==> config.mk <==
export PLATFORM = sky130hd
export DESIGN_NAME = trace_capture_fifo
export DESIGN_NICKNAME = d
export VERILOG_FILES = /design/src/rtl/trace_capture_fifo.sv
export SDC_FILE = /design/constraint.sdc
export NUM_CORES = 1
export LEC_CHECK = 0
export CAP_MARGIN = 20
export CORE_MARGIN = 1.5
export CORE_UTILIZATION = 50
export DETAILED_ROUTE_END_ITERATION = 8
export GPL_TIMING_DRIVEN = 0
export PLACE_DENSITY = 0.67
export RECOVER_POWER = 25
export SLEW_MARGIN = 15
export SYNTH_ARGS = -nofsm -noshare
export SYNTH_HDL_FRONTEND = slang
export SYNTH_SLANG_ARGS = --single-unit
==> constraint.sdc <==
create_clock -name clk -period 8.35 [get_ports clk]
set_input_delay 2.505 -clock clk [delete_from_list [all_inputs] [get_ports clk]]
set_output_delay 2.505 -clock clk [all_outputs]
set_load 0.03 [all_outputs]
==> src/rtl/trace_capture_fifo.sv <==
// Trace reader for the arithmetic-case core. It arms on command and triggers when x reaches trig_x.
// It then captures cap_len timestamped samples into a first-word-fall-through FIFO that drains over valid/ready.
module trace_capture_fifo #(
    parameter int DATA_W = 8,
    parameter int DEPTH  = 16,
    parameter int TS_W   = 16
) (
    input  logic                     clk,
    input  logic                     rst,
    input  logic                     arm,
    input  logic [DATA_W-1:0]        trig_x,
    input  logic [7:0]               cap_len,
    input  logic                     selector,
    input  logic [DATA_W-1:0]        x,
    input  logic [DATA_W-1:0]        y,
    output logic                     out_valid,
    input  logic                     out_ready,
    output logic [TS_W+2*DATA_W:0]   out_data,
    output logic [1:0]               state,
    output logic [7:0]               drop_cnt,
    output logic                     done
);
    localparam int AW    = $clog2(DEPTH);
    localparam int OUT_W = TS_W + 2*DATA_W + 1;

    typedef enum logic [1:0] {S_IDLE = 2'd0, S_ARMED = 2'd1, S_CAP = 2'd2, S_DONE = 2'd3} state_t;

    state_t             st_q, st_d;
    logic [7:0]         rem_q, rem_d;
    logic [TS_W-1:0]    ts_q;
    logic [AW:0]        wr_ptr, rd_ptr;
    logic [OUT_W-1:0]   mem [DEPTH];
    logic [OUT_W-1:0]   last_q;
    logic               empty, full, pop, push, wr_req, drop, clr_drop;

    // Extra MSB on each pointer separates full from empty when the indices match.
    assign empty = (wr_ptr == rd_ptr);
    assign full  = (wr_ptr[AW] != rd_ptr[AW]) && (wr_ptr[AW-1:0] == rd_ptr[AW-1:0]);
    assign pop   = !empty && out_ready;
    // A full FIFO still takes a sample when the head leaves in the same cycle.
    assign push  = wr_req && (!full || pop);
    assign drop  = wr_req && !push;

    assign out_valid = !empty;
    assign out_data  = empty ? last_q : mem[rd_ptr[AW-1:0]];
    assign state     = st_q;
    assign done      = (st_q == S_DONE);

    always_comb begin
        st_d     = st_q;
        rem_d    = rem_q;
        wr_req   = 1'b0;
        clr_drop = 1'b0;
        case (st_q)
            S_IDLE: begin
                if (arm) st_d = S_ARMED;
            end
            S_ARMED: begin
                if (x >= trig_x) begin
                    if (cap_len == 8'd0) begin
                        st_d = S_DONE;
                    end else begin
                        wr_req = 1'b1;
                        if (cap_len == 8'd1) begin
                            st_d = S_DONE;
                        end else begin
                            rem_d = cap_len - 8'd1;
                            st_d  = S_CAP;
                        end
                    end
                end
            end
            S_CAP: begin
                wr_req = 1'b1;
                if (rem_q == 8'd1) st_d = S_DONE;
                else               rem_d = rem_q - 8'd1;
            end
            S_DONE: begin
                if (arm) begin
                    st_d     = S_ARMED;
                    clr_drop = 1'b1;
                end
            end
            default: st_d = S_IDLE;
        endcase
    end

    always_ff @(posedge clk) begin
        if (rst) begin
            st_q     <= S_IDLE;
            rem_q    <= 8'd0;
            ts_q     <= '0;
            wr_ptr   <= '0;
            rd_ptr   <= '0;
            last_q   <= '0;
            drop_cnt <= 8'd0;
        end else begin
            st_q  <= st_d;
            rem_q <= rem_d;
            ts_q  <= ts_q + TS_W'(1);
            if (push) wr_ptr <= wr_ptr + (AW+1)'(1);
            if (pop) begin
                rd_ptr <= rd_ptr + (AW+1)'(1);
                last_q <= mem[rd_ptr[AW-1:0]];
            end
            if (clr_drop)                      drop_cnt <= 8'd0;
            else if (drop && drop_cnt != 8'hFF) drop_cnt <= drop_cnt + 8'd1;
        end
    end

    // Storage needs no reset; entries are only visible between the pointers.
    always_ff @(posedge clk) begin
        if (push) mem[wr_ptr[AW-1:0]] <= {ts_q, selector, x, y};
    end

endmodule

[Word-level counts from Yosys, hierarchy flattened]
Memories as Yosys holds them, arrays and structs flattened. A register that Yosys moved wholly into a read port is not among the register bits.
Cells that the tools add are included.
Storage, ports and cells
  logic and storage cells: 67
  output and inout port bits: 45
  memories: 1
  bits in writable memories: 528
  bits in registers: 77
Memories
  mem: depth 16, bits a word 33, rd ports 1, clocked after memory_dff 1, write ports 1, RTL line 32  | logic [OUT_W-1:0] mem [DEPTH];
Operators by class
  mux-type cells: 21
  reductions and logical operators: 16
  $lt $le $gt $ge: 1
  add/sub/neg operators: 6
  equal/unequal tests: 15
Operators with widths (count)
  2-to-1 mux 33 bit: 1
  2-to-1 mux 8 bit: 4
  adder 16 x 1 -> 16 bit (second input constant): 1
  == test 8 x 1 -> 1 bit (second input constant): 2
  case mux 8 bit (2 select lines): 1
  subtractor 8 x 1 -> 8 bit (second input constant): 2
  adder 5 x 1 -> 5 bit (second input constant): 2
  inequality test 2 bit (second input constant): 5
  adder 8 x 1 -> 8 bit (second input constant): 1
  greater-or-equal comparator 8 bit: 1
  logical NOT 8 bit: 1
  2-to-1 mux 1 bit: 8
  2-to-1 mux 4 bit: 2
  inequality test 8 bit (second input constant): 1
  2-to-1 mux 2 bit: 3
  case mux 2 bit (3 select lines): 1
  == test 5 bit: 1
  logical AND 1 bit: 5
  AND reduction 5 bit: 1
  == test 2 bit (second input constant): 2
  == test 4 bit: 1
  OR reduction 2 bit: 2
  logical NOT 1 bit: 3
  AND reduction 3 bit: 1
  other kinds (7): 7

[Longest topological paths before layout]
Gate-level depths: netlist (run 1).
  depth after elaboration: 8
  depth in mapped cells: 10
  depth with buffers taken out: 8

[Least setup slack after synthesis (run 1)]
OpenSTA, ideal clock, no wires.
  path kind: in2reg
  start: input x[0]
  end: memory mem[11][0] (netlist bit) (enable)
  required time: 7.957 ns
  arrival: 4.952 ns
  path slack: 3.005 ns
  stages on the path: 10
  library setup time: 0.393 ns
  cell sequence: inv_1 ha_1 nand2b_1 a2111oi_0 o221a_2 o21ba_2 buf_2 nor2_1 clkbuf_1 and3_1
On the way
  cells in the longest elaborated chain, start to end: 6
Ends and longest elaborated chain
  start: declaration: RTL line 14  | input logic [DATA_W-1:0] x,
  greater-or-equal comparator 8 bit: RTL line 59  | if (x >= trig_x) begin
  2-to-1 mux 1 bit: RTL line 59
  case mux 1 bit (2 select lines): RTL line 54  | case (st_q)
  logical AND 1 bit: RTL line 41  | assign push = wr_req && (!full || pop);
  2-to-1 mux 1 bit: RTL line 113  | if (push) mem[wr_ptr[AW-1:0]] <= {ts_q, selector, x, y};
  2-to-1 mux 1 bit (implied by the code): RTL line 113
  end: declaration: RTL line 32
Every way passes these cells.

==> results.tsv, run 1 <==
stage	metric	value	unit
route	vias	12520	
route	viasPerCell	5.984	
setup_path	arrival	4.30	ns
finish	mostFrequentLayoutCells	edfxtp_1, mux4_2, nand2_1, dfxtp_1, clkdlybuf4s50_1	
timing	max_freq	0.1469	GHz
floorplan	initial_utilization	50.80	%
global_route	grt_util_met3	3.804	%
timing	finalSetupViolations	0	
place	place_area	26250	um^2
worst_hold_path	min_path_type	register to register	
clock_tree	clock_path_buffers	3	
clock_tree	clk_pin_slew	0.06	ns
timing	skew	0.01520	ns
global_route	antenna_found_initial	1	
finish	area_delta_synth_final	15.35	%
global_route	met2_usage	35.07	%
global_route	grt_pass1_vias	12670	
timing	final_hold_viol_count	0	
route	firstDrtPassIters	4	
timing	min_period_over_period	81.55	%
place	finalWeightedCongestion	0.8240	
logic_synthesis	syn_avg_cell_area	19.10	um^2
clock_tree	htree_levels	2	
finish	fin_nets	1491	
timing	tns	0	ns
global_route	busiest_layer	met2	
clock_tree	numCtsBuffers	60	
power	max-vdd-ir-drop	0.1540	mV
timing	whs	0.4544	ns
floorplan	pin_count	82	
finish	final_layout_size_suffix_gt1_share	23.09	%
logic_synthesis	synth_seq_cells	609	
finish	diodes	0	
logic_synthesis	syn-instance-count	1275	
route	drt_iter0_drc	1196	
clock_tree	cts-root-buf	clkbuf_16	
floorplan	die_w	223.7	um
power	p_per_area	283.9	nW/um^2
clock_tree	cts_tree	yes	
timing	slew_viol_final	0	
floorplan	die_area	50050	um^2
power	leakage	0.008856	uW
setup_path	startpoint_type	register	
logic_synthesis	syn_area	24360	um^2
place	numPortBuffers	80	
route	wl_per_cell	26.33	um
logic_synthesis	synthDistinctLibCells	55	
setup_path	crit_type	register to output pin	
worst_hold_path	min_path_cells	2	
logic_synthesis	synth-edff-count	528	
clock_tree	cts_resized	0	
setup_path	crit_required	5.85	ns
place	dp_hpwl	34000	um
setup_path	cp_cell_sequence	buf_2, clkbuf_1, clkbuf_1, mux4_2, mux4_2, mux2_4, clkdlybuf4s50_1	
global_route	grt_pass1_wl	81460	um
finish	instances_no_fill	2092	
setup_path	rr_worst_depth	9	
outcome	outcome	complete, no violations	
logic_synthesis	async_flop_share	0	%
logic_synthesis	ys_seq_area_share	71.75	%
clock_tree	cts_hold_buf	0	
place	dp.cells	1985	
timing	worst_slew_pin_slew	1.048	ns
setup_path	critPathMaxStageDelay	0.82	ns
setup_path	worstSetupEndpointType	output pin	
global_route	use_met1	32.53	%
logic_synthesis	yosysWarnings	0	
global_route	overflow	0	
floorplan	core	47950	um^2
logic_synthesis	ys.flop_type	edfxtp_1	
finish	final_common_cell	edfxtp_1	
clock_tree	clock_latency	0.63	ns
finish	fin_area	28100	um^2
floorplan	dieHeight	223.7	um
route	drt-total-wl	55090	um
timing	fin_crit	6.809	ns
run	max-cap-violations	0	
setup_path	critPathSlowestCell	clkbuf_1	
global_route	grtUsageTotal	22.57	%
logic_synthesis	syn-num-nets	1334	
clock_tree	postCtsSetupBuffers	0	
setup_path	cp_max_fo	10	
route	postRouteAntennaNets	0	
timing	grt_setup_unrepaired	no	
floorplan	row_count	80	
clock_tree	clock-sinks	609	
route	drc_errors	0	
power	p_total	7977	uW
global_route	grt_max_degree	35	
timing	max_slew_margin	30.14	%
cell usage after synthesis (11+ instances only):
library cell / number / area, um^2
buf_2: 12 / 60.06
o21ai_0: 14 / 70.07
xnor2_1: 11 / 96.34
mux4_2: 165 / 3716
dfxtp_1: 81 / 1622
nand2_1: 87 / 326.6
nand3_1: 20 / 100.1
and3_1: 19 / 118.9
xor2_1: 14 / 122.6
a21oi_1: 58 / 290.3
inv_1: 28 / 105.1
nor2_1: 42 / 157.7
ha_1: 22 / 275.3
mux2_4: 30 / 450.4
clkbuf_1: 31 / 116.4
edfxtp_1: 528 / 15860
cells by family (layout without fill, tap and decap cells):
logic type	count (synthesis)	after routing	share of synthesized area [%]
XOR/XNOR	25	25	0.8989
flip-flops	609	609	71.75
buffers and inverters	91	293	1.803
adder cells (fa/ha/maj)	22	22	1.130
multiplexers	201	201	17.37
AO/OA/AOI/OAI	111	111	2.779
AND/OR/NAND/NOR	216	216	4.269
through the flow:
step / setup slack [ns] / util [%]
after floorplan: 3.005 / -
after global placement: 0.6007 / 54.08
after detailed placement: 1.495 / 54.74
after CTS: 1.542 / 58.60
after global routing: 1.477 / 58.60
final: 1.541 / 58.60
cell type report:
cell class / count / area [um^2]
plain buffers: 63 / 334.1
clock buffers: 77 / 1597
clock inverters: 30 / 256.5
fillers: 3540 / 19850
inverters: 28 / 105.1
multi-input cells: 575 / 6472
flip-flops and latches: 609 / 17480
well taps: 615 / 769.5
repair buffers: 95 / 1087
report_power, final:
part	internal [uW]	total (uW)	switching, uW
logic	911	1960	1050
clock network	1440	2570	1130
registers	3390	3440	53.2
total	5740	7980	2240
final timing paths:
kind | startpoint | to | slack (ns)
worst max-delay path | register | out_data[10] | 1.54
worst min-delay path | last_q[12] | last_q[12] | 0.45
worst max register to register | state[0] | mem[5][22] | 5.07
worst min register to register | last_q[12] | last_q[12] | 0.45
worst max-delay path, delay by kind of cell, from the launching register on:
kind | cells | cell delay, ns
buffers and inverters | 4 | 2.10
flip-flops | 1 | 0.31
multiplexers | 3 | 1.26
state kept, by name, summed over array words and instances (netlist names), named ones only:
name      flops
last_q       33
rem_q         8
mem         528
state         2
ts_q         16
rd_ptr        5
drop_cnt      8
wr_ptr        5
per-layer routing:
layer | routed length (um) | vias to the layer above
met5 | 13 | -
met4 | 1702 | 2
met3 | 3472 | 104
met2 | 25960 | 400
met1 | 23930 | 6552
li1 | - | 5461
Note: power is estimated with default switching activity, not from simulation.
==> run 2: changes to the inputs <==
--- a/config.mk
+++ b/config.mk
@@ -10,7 +10,7 @@
 export CORE_UTILIZATION = 50
 export DETAILED_ROUTE_END_ITERATION = 8
 export GPL_TIMING_DRIVEN = 0
-export PLACE_DENSITY = 0.67
+export PLACE_DENSITY = 0.7
 export RECOVER_POWER = 25
 export SLEW_MARGIN = 15
 export SYNTH_ARGS = -nofsm -noshare
==> constraint.sdc (replaced) <==
create_clock -name clk -period 6.1 [get_ports clk]
set_input_delay 1.83 -clock clk [delete_from_list [all_inputs] [get_ports clk]]
set_output_delay 1.83 -clock clk [all_outputs]
set_load 0.03 [all_outputs]
==> results.tsv, run 2 (synthesized netlist as in run 1, its figures left out) <==
stage	metric	value	unit
timing	min_period_over_period	98.36	%
timing	final_hold_viol_count	0	
route	drt-total-wl	55680	um
floorplan	row_count	80	
setup_path	critPathSlowestCell	buf_1	
worst_hold_path	min_path_type	register to register	
setup_path	crit_type	register to output pin	
run	max-cap-violations	0	
floorplan	die_area	50050	um^2
timing	tns	0	ns
route	firstDrtPassIters	5	
route	viasPerCell	6.113	
setup_path	startpoint_type	register	
global_route	grtUsageTotal	22.88	%
finish	final_layout_size_suffix_gt1_share	24.24	%
global_route	antenna_found_initial	1	
timing	max_freq	0.1667	GHz
global_route	overflow	0	
global_route	grt_pass1_vias	12870	
clock_tree	clk_pin_slew	0.06	ns
timing	whs	0.4551	ns
place	dp_hpwl	33610	um
setup_path	rr_worst_depth	9	
timing	worst_slew_pin_slew	0.9920	ns
finish	largest_register_ffs	528	
clock_tree	cts_tree	yes	
floorplan	dieHeight	223.7	um
setup_path	rrSetupSlack	2.75	ns
place	numPortBuffers	80	
timing	fin_crit	6.000	ns
power	p_per_area	397.1	nW/um^2
worst_hold_path	min_path_cells	2	
floorplan	initial_utilization	50.80	%
setup_path	crit_required	4.27	ns
outcome	outcome	complete, no violations	
route	drt_iter0_drc	1262	
floorplan	die_w	223.7	um
floorplan	core	47950	um^2
timing	grt_setup_unrepaired	yes	
power	leakage	0.008989	uW
finish	area_delta_synth_final	16.25	%
finish	final_core_util	59.06	%
setup_path	rr_endpoint	mem[7][20]	
setup_path	critPathMaxStageDelay	0.68	ns
global_route	grt_pass1_wl	82680	um
global_route	grt_max_degree	35	
clock_tree	cts_hold_buf	0	
setup_path	crit_family	buffers and inverters	
clock_tree	clock-sinks	609	
worst_hold_path	min_from	last_q[27]	
route	postRouteAntennaNets	0	
setup_path	worst-path-buf-inv	4	
route	vias	12820	
finish	final_common_cell	edfxtp_1	
clock_tree	cts-root-buf	clkbuf_16	
clock_tree	htree_levels	2	
clock_tree	clock_path_buffers	3	
worst_hold_path	whs_endpoint	last_q[27]	
setup_path	cp_cell_sequence	buf_2, clkbuf_1, buf_1, mux4_2, mux4_2, mux2_4, clkdlybuf4s50_1	
clock_tree	clock_latency	0.63	ns
finish	mostFrequentLayoutCells	edfxtp_1, mux4_2, nand2_1, dfxtp_1, clkdlybuf4s50_1	
setup_path	worstSetupEndpointType	output pin	
place	finalWeightedCongestion	0.8346	
timing	finalSetupViolations	0	
clock_tree	numCtsBuffers	59	
route	drc_errors	0	
setup_path	rr_startpoint	state[0]	
setup_path	arrival	4.17	ns
setup_path	cp_max_fo	10	
timing	max_slew_margin	33.87	%
timing	slew_viol_final	0	
timing	skew	0.01609	ns
floorplan	pin_count	82	
setup_path	crit_top_cell	mux4_2	
route	wl_per_cell	26.55	um
power	max-vdd-ir-drop	0.2611	mV
finish	fin_nets	1489	
-- run 2: changes by cell type in the layout (fill, tap and decap cells not counted), moves of 2 or more --
cell	change
clkbuf_1	-12
clkbuf_2	+7
bufinv_16	+6
clkinv_2	+5
buf_1	-3
clkbuf_8	+3
buf_12	-2
-- run 2: per-layer routing --
metal | track usage (%) | routed length, um | vias to the layer above
li1 | - | - | 5470
met5 | 0 | 0 | -
met3 | 4.302 | 4305 | 99
met1 | 31.89 | 22870 | 6715
met2 | 36.89 | 27050 | 535
met4 | 7.302 | 1447 | 0
-- run 2: what timing repair did --
item	CTS	global route
endpoints found under the setup margin	8	11
cloned	0	0
resized for setup	2	7
buffers inserted	0	0
-- run 2: metrics by stage --
stage / power [uW] / setup slack (ns) / area (um^2) / instances
after floorplan: 6657 / 1.430 / 24360 / 1275
after global placement: 7450 / -0.8738 / 25930 / 1970
after detailed placement: 7513 / -0.02760 / 26230 / 1983
after CTS: 11320 / 0.004674 / 28290 / 2095
after global routing: 11640 / -0.005830 / 28310 / 2096
final: 11250 / 0.1003 / 28320 / 2097
-- run 2: layout make-up --
type                            count  area (um^2)
Antenna cell                        1        2.502
Buffer                             63        342.8
Clock buffer                       72         1608
Clock inverter                     40        456.7
Fill cell                        3436        19630
Inverter                           28        105.1
Multi-Input combinational cell    575         6476
Sequential cell                   609        17480
Tap cell                          615        769.5
Timing Repair Buffer               94         1079
-- run 2: power by group --
part | internal, uW | total (uW) | leakage (uW) | switching [uW]
registers | 4640 | 4710 | 0.00547 | 75.1
logic | 1250 | 2700 | 0.00250 | 1450
clock network | 2260 | 3830 | 0.00102 | 1570
total | 8150 | 11200 | 0.00899 | 3100
-- run 2: worst max-delay path by stage --
stage	from	end	slack (ns)	cells after the start
3_5_place_dp	x[0]	mem[7][29]	-0.03	12
2_1_floorplan	x[0]	mem[11][0]	1.43	10
5_1_grt	register	out_data[23]	-0.006	7
3_3_place_gp	x[0]	mem[4][28]	-0.87	11
4_1_cts	register	out_data[28]	0.005	7
6_report	register	out_data[23]	0.10	7
-- run 2: worst min-delay path, stage by stage (launching register included) --
cell and delay [ns]:
dfxtp_1 0.31, nand2_1 0.05, a21oi_1 0.05
